### config.mk
export PLATFORM = sky130hd
export DESIGN_NAME = seg7_time_scan
export DESIGN_NICKNAME = d
export VERILOG_FILES = /design/src/rtl/seg7_pkg.sv /design/src/rtl/seg7_time_scan_decode.sv /design/src/rtl/seg7_time_scan.sv
export SDC_FILE = /design/constraint.sdc
export NUM_CORES = 1
export LEC_CHECK = 0
export ABC_AREA = 0
export CAP_MARGIN = 20
export CORE_MARGIN = 5
export CORE_UTILIZATION = 30
export CTS_BUF_LIST = sky130_fd_sc_hd__clkbuf_4
export CTS_CLUSTER_DIAMETER = 120
export CTS_CLUSTER_SIZE = 25
export DETAILED_ROUTE_END_ITERATION = 6
export SETUP_SLACK_MARGIN = 0.4
export SLEW_MARGIN = 10
export SYNTH_ARGS = -nofsm -noshare
export SYNTH_HDL_FRONTEND = slang
export SYNTH_SLANG_ARGS = --single-unit
### constraint.sdc
create_clock -name CLK -period 4.18 [get_ports CLK]
set_clock_uncertainty 0.2 [all_clocks]
set_input_delay 0.836 -clock CLK [delete_from_list [all_inputs] [get_ports CLK]]
set_output_delay 0.836 -clock CLK [all_outputs]
set_load 0.02 [all_outputs]
### src/rtl/seg7_pkg.sv
// Shared constants for the MM:SS seven-segment scan driver: active-low
// segment patterns ({g,f,e,d,c,b,a}), the digit-index type and the slot map.
package seg7_pkg;

    localparam logic [6:0] SEG_0     = 7'h40;
    localparam logic [6:0] SEG_1     = 7'h79;
    localparam logic [6:0] SEG_2     = 7'h24;
    localparam logic [6:0] SEG_3     = 7'h30;
    localparam logic [6:0] SEG_4     = 7'h19;
    localparam logic [6:0] SEG_5     = 7'h12;
    localparam logic [6:0] SEG_6     = 7'h02;
    localparam logic [6:0] SEG_7     = 7'h78;
    localparam logic [6:0] SEG_8     = 7'h00;
    localparam logic [6:0] SEG_9     = 7'h10;
    localparam logic [6:0] SEG_DASH  = 7'h3F;
    localparam logic [6:0] SEG_BLANK = 7'h7F;

    // Digit slot index; slot 0 is the rightmost digit.
    typedef logic [1:0] digit_idx_t;

    localparam digit_idx_t IDX_SEC_ONES = 2'd0;
    localparam digit_idx_t IDX_SEC_TENS = 2'd1;
    localparam digit_idx_t IDX_MIN_ONES = 2'd2;
    localparam digit_idx_t IDX_MIN_TENS = 2'd3;

endpackage

### src/rtl/seg7_time_scan_decode.sv
// 4-bit value to active-low seven-segment pattern; anything above 9 is a dash.
module seg7_decode
    import seg7_pkg::*;
(
    input  logic [3:0] val,
    output logic [6:0] seg
);

    // Pure lookup; out-of-range tens/ones inputs fall into the dash default.
    always_comb begin
        seg = SEG_DASH;
        case (val)
            4'd0:    seg = SEG_0;
            4'd1:    seg = SEG_1;
            4'd2:    seg = SEG_2;
            4'd3:    seg = SEG_3;
            4'd4:    seg = SEG_4;
            4'd5:    seg = SEG_5;
            4'd6:    seg = SEG_6;
            4'd7:    seg = SEG_7;
            4'd8:    seg = SEG_8;
            4'd9:    seg = SEG_9;
            default: seg = SEG_DASH;
        endcase
    end

endmodule

### src/rtl/seg7_time_scan.sv
// Multiplexed 4-digit MM:SS display driver with per-slot anti-ghost guard,
// tear-free frame snapshot and registered active-low outputs.
// Build option: COLON_BLINK_EN makes the colon toggle on every ENABLE tick;
// without it the colon is steadily lit and ENABLE is unused.
module seg7_time_scan
    import seg7_pkg::*;
#(
    parameter int SCAN_DIV = 100000,
    parameter int GUARD    = 16
) (
    input  logic       CLK,
    input  logic       RESET,
    input  logic       ENABLE,
    input  logic       BLANK,
    input  logic [3:0] SEC_ONES,
    input  logic [2:0] SEC_TENS,
    input  logic [3:0] MIN_ONES,
    input  logic [2:0] MIN_TENS,
    output logic [3:0] AN,
    output logic [6:0] SEG,
    output logic       DP
);

    localparam int              PC_W     = $clog2(SCAN_DIV);
    localparam logic [PC_W-1:0] PC_LAST  = PC_W'(SCAN_DIV - 1);
    localparam logic [PC_W-1:0] GUARD_PC = PC_W'(GUARD);

    logic [PC_W-1:0]  pc;
    digit_idx_t       idx;
    logic [3:0][3:0]  snap;
    logic             col;

    logic             slot_end;
    logic             frame_end;
    logic             an_off;
    logic [3:0]       cur_digit;
    logic [6:0]       dec_seg;

    assign slot_end  = (pc == PC_LAST);
    assign frame_end = slot_end && (idx == IDX_MIN_TENS);
    assign an_off    = BLANK || (pc < GUARD_PC);
    assign cur_digit = snap[idx];

    seg7_decode u_decode (
        .val (cur_digit),
        .seg (dec_seg)
    );

    // Prescaler and digit index: idx steps once per SCAN_DIV cycles.
    always_ff @(posedge CLK or posedge RESET) begin
        if (RESET) begin
            pc  <= '0;
            idx <= IDX_SEC_ONES;
        end else if (slot_end) begin
            pc  <= '0;
            idx <= idx + 2'd1;
        end else begin
            pc  <= pc + 1'b1;
        end
    end

    // Snapshot all digits at the frame boundary so a frame never mixes old and new time.
    always_ff @(posedge CLK or posedge RESET) begin
        if (RESET) begin
            snap <= '0;
        end else if (frame_end) begin
            snap[IDX_SEC_ONES] <= SEC_ONES;
            snap[IDX_SEC_TENS] <= {1'b0, SEC_TENS};
            snap[IDX_MIN_ONES] <= MIN_ONES;
            snap[IDX_MIN_TENS] <= {1'b0, MIN_TENS};
        end
    end

`ifdef COLON_BLINK_EN
    // Colon toggles on each 1 s tick, independent of the snapshot edge.
    always_ff @(posedge CLK or posedge RESET) begin
        if (RESET)       col <= 1'b0;
        else if (ENABLE) col <= ~col;
    end
`else
    logic unused_enable;
    assign unused_enable = ENABLE;

    // Steady colon: leaves its reset value on the first edge and stays lit.
    always_ff @(posedge CLK or posedge RESET) begin
        if (RESET) col <= 1'b0;
        else       col <= 1'b1;
    end
`endif

    // Registered drives; segments update even in the guard window so they settle early.
    always_ff @(posedge CLK or posedge RESET) begin
        if (RESET) begin
            AN  <= 4'hF;
            SEG <= SEG_BLANK;
            DP  <= 1'b1;
        end else begin
            AN  <= an_off ? 4'hF : ~(4'b0001 << idx);
            SEG <= dec_seg;
            DP  <= ~(!an_off && (idx == IDX_MIN_ONES) && col);
        end
    end

endmodule

== Word level (Yosys, flattened, before mapping) ==
Memories as Yosys holds them, arrays and structs flattened. A register that Yosys moved wholly into a read port is not among the register bits.
Index checks and enable logic that the tools add are counted.

* Flip-flop bits (word level): 39
* ROM bits: 112
* Input port bits: 18
* Output and inout bits: 12
* Word-level logic and storage cells: 29
* Memories: 1

{| class="wikitable"
|+ Memories
! memory !! depth !! bits a word !! read ports !! clocked after memory_dff !! wr ports !! line !! text
|-
| (no name shown) || 16 || 7 || 1 || 1 || 0 || seg7_time_scan_decode.sv:12 || <nowiki>case (val)</nowiki>
|}

* Add/subtract/negate cells: 2
* Magnitude comparators: 2
* Eq/ne operators: 3
* Shift operators: 1
* Muxes and demuxes: 4
* Bitwise operators: 2
* Reduce and logical (&&, ||, !) cells: 5

{| class="wikitable"
|+ Operators with widths
! operator !! number
|-
| adder 17 x 1 -> 17 bit (second input constant) || 1
|-
| equality test 17 bit (second input constant) || 1
|-
| less-than comparator 17 x 5 -> 1 bit (second input constant) || 1
|-
| two-way mux 17 bit || 1
|-
| binary-select mux 4 bit (select 2 bit) || 1
|-
| two-way mux 4 bit || 2
|-
| equality test 2 bit (second input constant) || 2
|-
| inverter 4 bit || 1
|-
| << shifter 1 x 2 -> 4 bit (first input constant) || 1
|-
| logical AND 1 bit || 3
|-
| less-than comparator 2 x 3 -> 1 bit (second input constant) || 1
|-
| adder 2 x 1 -> 2 bit (second input constant) || 1
|-
| zero test 1 bit || 1
|-
| logical OR 1 bit || 1
|-
| inverter 1 bit || 1
|}

== Logic depth before layout (Yosys ltp) ==
Gate-level depths: netlist of the first run.

* Depth in word-level cells: 6
* Depth in mapped cells: 6
* Gate-level depth less buffers: 5

== By module ==
Synthesis of the first run repeated with hierarchy kept, for this count alone.

* Cells, all modules: 177
* Area total of the unflattened synthesis: 2222.1 um2

{| class="wikitable"
|+ Modules (own cells, without submodules)
! module !! times used !! cells an instance !! area an instance (um2) !! sequential area each (um2)
|-
| seg7_time_scan || 1 || 146 || 1981.9 || 1166.1
|-
| seg7_decode || 1 || 31 || 240.2 || 0.0
|}

== Worst setup path before layout of the first run ==
Ideal clock, no wire load.

* Path type: reg2reg
* From: register pc[12]
* To: register snap[11] (netlist name)
* Setup time: 125 ps
* Data arrival time: 1888 ps
* Required time: 3855 ps
* Slack: 1967 ps
* Cell stages (with the launch flop): 6
* Buffers on the path: 1
* Period minus slack after synthesis: 2213 ps
* Path through: dfrtp_1 -> or4_4 -> nor4_4 -> nand4_4 -> buf_6 -> mux2_4

* Cells in the longest elaborated chain, start to end: 2

{| class="wikitable"
|+ RTL lines
! item !! line !! text
|-
| start, declared || seg7_time_scan.sv:28 || <nowiki>logic [PC_W-1:0] pc;</nowiki>
|-
| start signal, assigned || seg7_time_scan.sv:58 || <nowiki>pc <= pc + 1'b1;</nowiki>
|-
| equality test 17 bit || seg7_time_scan.sv:39 || <nowiki>assign slot_end = (pc == PC_LAST);</nowiki>
|-
| logical AND 1 bit || seg7_time_scan.sv:40 || <nowiki>assign frame_end = slot_end && (idx == IDX_MIN_TENS);</nowiki>
|-
| end signal, assigned by index || seg7_time_scan.sv:68 || <nowiki>snap[IDX_SEC_TENS] <= {1'b0, SEC_TENS};</nowiki>
|-
| end signal, assigned by index || seg7_time_scan.sv:70 || <nowiki>snap[IDX_MIN_TENS] <= {1'b0, MIN_TENS};</nowiki>
|-
| end, declared || seg7_time_scan.sv:30 || <nowiki>logic [3:0][3:0] snap;</nowiki>
|}

No other way between the ends.
A chain may end at the register's enable or synchronous reset.

== Worst setup path after layout of the first run ==
* From: register SEG[4]
* To: output SEG[4]

{| class="wikitable"
|+ RTL lines
! item !! line !! text
|-
| start, declared || seg7_time_scan.sv:20 || <nowiki>output logic [6:0] SEG,</nowiki>
|}

No word-level cell between the ends.

==> results of run 1 <==
flip-flops by register name, indices dropped and copies added (netlist names):
register,count
AN,4
DP,1
SEG,7
col,1
idx,2
pc,17
snap,14
placed cells by master (no fill, tap or decap), types with 6 or more instances in the layout:
cell             Yosys  routed
clkdlybuf4s50_1      0      28
xnor2_1             14      14
ha_1                10      10
inv_1                8       7
dfrtp_1             34      34
nor2_1              18      18
nand2_1             12      12
mux2i_1              6       6
nand4_1              7       7
mux2_4              10      10
dfstp_2             12      12
cell usage after synthesis:
master,instances,area [um^2]
a22oi_1,1,7.51
nor4_1,3,18.8
nand4_4,1,21.3
a21oi_1,1,5.00
ha_1,10,125
clkbuf_1,2,7.51
nand4_1,7,43.8
or3_1,1,6.26
buf_6,1,11.3
nand2_1,12,45.0
o22ai_1,1,6.26
nor3_1,4,20.0
buf_2,1,5.00
conb_1,1,3.75
xor2_1,2,17.5
dfrtp_1,34,851
nor4_4,1,21.3
o21ai_0,4,20.0
inv_1,8,30.0
dfstp_2,12,315
mux2_2,5,56.3
a2bb2oi_1,2,17.5
nor2b_1,1,6.26
mux4_2,3,67.6
xnor2_1,14,123
o22a_1,1,8.76
mux2_4,10,150
nor2_1,18,67.6
nand3_1,5,25.0
or4_4,1,11.3
mux2i_1,6,60.1
or2_2,1,6.26
a31oi_1,1,6.26
mux2_1,1,11.3
and4_1,1,8.76
report_power, final:
group | switching [mW] | internal [mW]
Clock | 0.149 | 0.126
Combinational | 0.0358 | 0.0415
Sequential | 0.00597 | 0.463
layout make-up:
cell class	instances	area [um^2]	area share
sequential	46	1170	0.436
clock inverter	3	45.0	0.0168
timing repair buffer	29	288	0.107
multi-input combinational	119	987	0.369
clock buffer	5	37.5	0.0140
tap	99	124	0.0463
inverter	8	30.0	0.0112
how the worst max path moves through the flow:
stage	slack [ns]	cells past startpoint	to
finish	1.64	1	SEG[4]
global route	1.58	1	SEG[5]
CTS	1.62	1	SEG[6]
detailed placement	1.75	4	snap[10]
global placement	1.77	4	snap[10]
floorplan	1.97	5	snap[11]
metal layers:
metal / vias up / track usage
met5: - / 0
met4: 0 / 0.0391
met3: 4 / 0.0235
met2: 31 / 0.137
met1: 688 / 0.137
li1: 672 / -
cells by family after synthesis:
| family | share of synthesized area |
|---|---|
| flip-flops | 0.528 |
| AND/OR/NAND/NOR | 0.137 |
| adder cells (fa/ha/maj) | 0.0567 |
| other | 0.00170 |
| buffers and inverters | 0.0244 |
| AO/OA/AOI/OAI | 0.0323 |
| multiplexers | 0.156 |
| XOR/XNOR | 0.0635 |
==> summary.txt, run 1 <==
DR vias -> 1395
hold path cells -> 1
#FFs+latches synth -> 46
final period utilization -> 0.607
RSZ-0062 raised after global routing -> no
Setup Viol. Count Final -> 0
Vias/cell -> 4.51
Worst Setup Path Type -> register to output port
CTS H-tree depth -> 2
Syn Area/Cell -> 12.5 um^2
RD Place Congestion -> 0.824
post-CTS setup buffers -> 0
final antenna-violating net count -> 0
Die H -> 95.8 um
clk root buf -> clkbuf_4
Rows -> 31
RR Endpoint -> snap[10]
CP max-delay cell -> clkdlybuf4s50_1
peak supply drop -> 0.103 mV
initial antenna violation count -> 0
hold_ws -> 0.200 ns
drc violations -> 0
first-pass GRT wire length -> 6.78 mm
Final Instance Count excl. Fillers -> 309
fin area -> 0.00268 mm^2
syn_nets -> 205
Max Freq -> 394 MHz
CTS clk-pin slew, worst paths -> 0.14 ns
CTS hold repair buffers -> 0
r2r setup slk -> 1.77 ns
max_cap viols -> 0
worst stage delay on the critical path -> 0.59 ns
PD cells -> 307 mW/mm^2
met2 routed WL -> 1.72 mm
worst slack, placed -> 1.75 ns
area grow syn2layout -> 21.3%
Crit path max-delay family -> buffers and inverters
Ys Warns -> 0
worst-path cell chain -> clkdlybuf4s50_1
nets -> 237
Syn Std Cell Area -> 0.00221 mm^2
input/output buffers -> 28
Hold Path Sink -> DP
dpl cells -> 301
WL met3 -> 156 um
Worst Hold Launch -> col
Fin Setup TNS -> 0 ns
# diodes -> 0
type of the worst min-delay path -> register to register
wire length per cell -> 12.8 um
First DRT Iteration DRCs -> 71
DRT met1 WL -> 2.02 mm
Clock Sinks -> 46
Pleak -> 1.12 nW
clk_lat worst skew -> 0.36 ns
die width -> 95.8 um
RR Startpoint -> pc[12]
CTS tree -> built
synth unique cells -> 35
DR top layer -> met4
maximum number of pins on one net before global-route repair -> 29
die area -> 0.00917 mm^2
router iterations before antenna repair -> 4
number of global-route vias before repair -> 1420
Slew Limit Fails -> 0
R2R depth -> 4
Resize count post-CTS -> 0
hpwl dp -> 2.91 mm
min cycle time layout -> 2.54 ns
io pins -> 30
Hold Violations, Final -> 0
register area share after synthesis -> 0.528
run status -> finished clean
normalized max-slew margin -> 0.521
Power, Total -> 821 uW
critical path fanouts, max -> 1
final core occ -> 0.371
Cells after Synth -> 177
Worst-Margin Slew -> 0.714 ns
layout cell share with drive strength beyond 1 -> 0.205
CTS Buf Count -> 5
total gr overflow -> 0
maximum clock insertion buffer count -> 2
Worst setup EP type -> output port
WP data arrival -> 1.50 ns
GRT Util Overall -> 0.0956
Crit path buffers/inverters -> 1
CP Launch Point -> SEG[4]
Initial Util -> 0.306
placed standard-cell area -> 0.00259 mm^2
Worst Setup Start Kind -> register
Filler cells -> 763
CORE AREA -> 0.00721 mm^2
Setup WS post-layout -> 1.64 ns
DRT Wirelength -> 3.96 mm
Worst Path Required -> 3.14 ns
Note: power is estimated with default switching activity, not from simulation.
==> run 2, diff against run 1 <==
==> constraint.sdc (replaced) <==
create_clock -name CLK -period 2.55 [get_ports CLK]
set_clock_uncertainty 0.2 [all_clocks]
set_input_delay 0.51 -clock CLK [delete_from_list [all_inputs] [get_ports CLK]]
set_output_delay 0.51 -clock CLK [all_outputs]
set_load 0.02 [all_outputs]
==> run 2 against run 1 <==
Global-route usage is 0.22 points lower. Routed wire length is 0.55% higher. Die area stayed put. Critical path depth is 4 higher. Core utilization is 1.4 points higher. Critical path type is now register to register. Largest cell class unchanged.
==> summary.txt, run 2 (synthesized netlist as in run 1, its figures left out) <==
CTS clk-pin slew, worst paths -> 0.13 ns
RD Place Congestion -> 0.825
Pleak -> 1.19 nW
maximum clock insertion buffer count -> 2
Max Freq -> 476 MHz
clk_lat worst skew -> 0.35 ns
final period utilization -> 0.824
first-pass GRT wire length -> 6.60 mm
Worst Path Required -> 2.60 ns
normalized max-slew margin -> 0.653
Hold Violations, Final -> 0
DRT Wirelength -> 3.99 mm
most frequent cells in the layout -> 30 x dfrtp_1, 18 x nor2_1, 16 x clkdlybuf4s50_1, 14 x xnor2_1, 13 x buf_4
Die H -> 95.8 um
CTS H-tree depth -> 2
Clock Sinks -> 46
Crit path max-delay family -> simple AND/OR/NAND/NOR gates
peak supply drop -> 0.268 mV
wire length per cell -> 12.3 um
CP max-delay cell -> or4_4
Top reg by flops -> pc
layout cell share with drive strength beyond 1 -> 0.281
fin area -> 0.00278 mm^2
die width -> 95.8 um
worst-path cell chain -> or4_4, nor4_4, nand4_4, buf_12, mux2_1
hpwl dp -> 2.91 mm
DR vias -> 1433
Worst Hold Launch -> col
clk root buf -> clkbuf_4
max_cap viols -> 0
Rows -> 31
CTS Buf Count -> 5
WP data arrival -> 2.15 ns
maximum number of pins on one net before global-route repair -> 23
max FFs per register -> 17
final antenna-violating net count -> 0
final core occ -> 0.385
PD cells -> 445 mW/mm^2
largest registers -> pc (17), snap (14), SEG (7)
CORE AREA -> 0.00721 mm^2
CTS tree -> built
type of the worst min-delay path -> register to register
die area -> 0.00917 mm^2
Worst Setup Path Type -> register to register
CTS hold repair buffers -> 0
input/output buffers -> 28
Worst Setup Start Kind -> register
hold_ws -> 0.210 ns
Fin Setup TNS -> 0 ns
drc violations -> 0
Slew Limit Fails -> 0
critical path fanouts, max -> 14
# diodes -> 0
Worst-Margin Slew -> 0.518 ns
Setup Viol. Count Final -> 0
First DRT Iteration DRCs -> 24
min cycle time layout -> 2.10 ns
GRT Util Overall -> 0.0934
worst stage delay on the critical path -> 0.56 ns
initial antenna violation count -> 0
router iterations before antenna repair -> 4
RSZ-0062 raised after global routing -> yes
Final Instance Count excl. Fillers -> 323
area grow syn2layout -> 25.9%
Vias/cell -> 4.44
io pins -> 30
run status -> finished clean
Filler cells -> 728
CP Launch Point -> pc[12]
number of global-route vias before repair -> 1398
Worst setup EP type -> register
Crit path buffers/inverters -> 1
dpl cells -> 304
commonest non-fill, non-tap cell in the layout -> dfrtp_1
nets -> 251
Initial Util -> 0.306
placed standard-cell area -> 0.00263 mm^2
total gr overflow -> 0
RR Startpoint -> pc[12]
run 2: layer usage:
layer,wire [um],part of all wire,up-vias,GRT usage
met5,0,0,-,0
met4,91,0.023,0,0.0427
met3,204,0.051,9,0.0258
met1,1950,0.49,684,0.135
met2,1740,0.44,35,0.129
li1,-,-,705,-
run 2: what timing repair did:
item	in CTS	in global routing
gates resized for setup	13	6
gates cloned	0	0
buffers inserted	1	10
setup endpoints to repair	27	17
pin swaps	1	1
run 2: where the power goes:
| group | internal (mW) | total (mW) | leakage (nW) | switching (mW) |
|---|---|---|---|---|
| registers | 0.759 | 0.768 | 0.545 | 0.00972 |
| clock network | 0.128 | 0.344 | 0.0338 | 0.216 |
| logic | 0.0656 | 0.124 | 0.611 | 0.0585 |
| total | 0.952 | 1.24 | 1.19 | 0.284 |
run 2: cell type report:
| type | instances | area (um^2) | area share |
|---|---|---|---|
| inverter | 8 | 30.0 | 0.0108 |
| timing repair buffer | 43 | 403 | 0.145 |
| clock buffer | 7 | 52.6 | 0.0189 |
| multi-input combinational | 119 | 995 | 0.358 |
| sequential | 46 | 1170 | 0.421 |
| clock inverter | 1 | 3.75 | 0.00135 |
| tap | 99 | 124 | 0.0446 |
run 2: path summary, 6_finish.rpt:
kind / endpoint / slack (ns) / depth (start not counted)
setup / recovery: snap[10] / 0.45 / 5
hold / removal: DP / 0.21 / 1
setup reg to reg: snap[10] / 0.45 / 5
hold reg to reg: DP / 0.21 / 1
max in group asynchronous: AN[3] / 1.35 / 3
min in group asynchronous: snap[0] / 0.22 / 2
run 2: through the flow:
stage,total power [mW],worst slack (ns)
3_3_place_gp,0.911,0.262
4_1_cts,1.26,0.413
2_1_floorplan,0.849,0.448
3_5_place_dp,0.913,0.257
6_report,1.24,0.448
5_1_grt,1.30,0.350
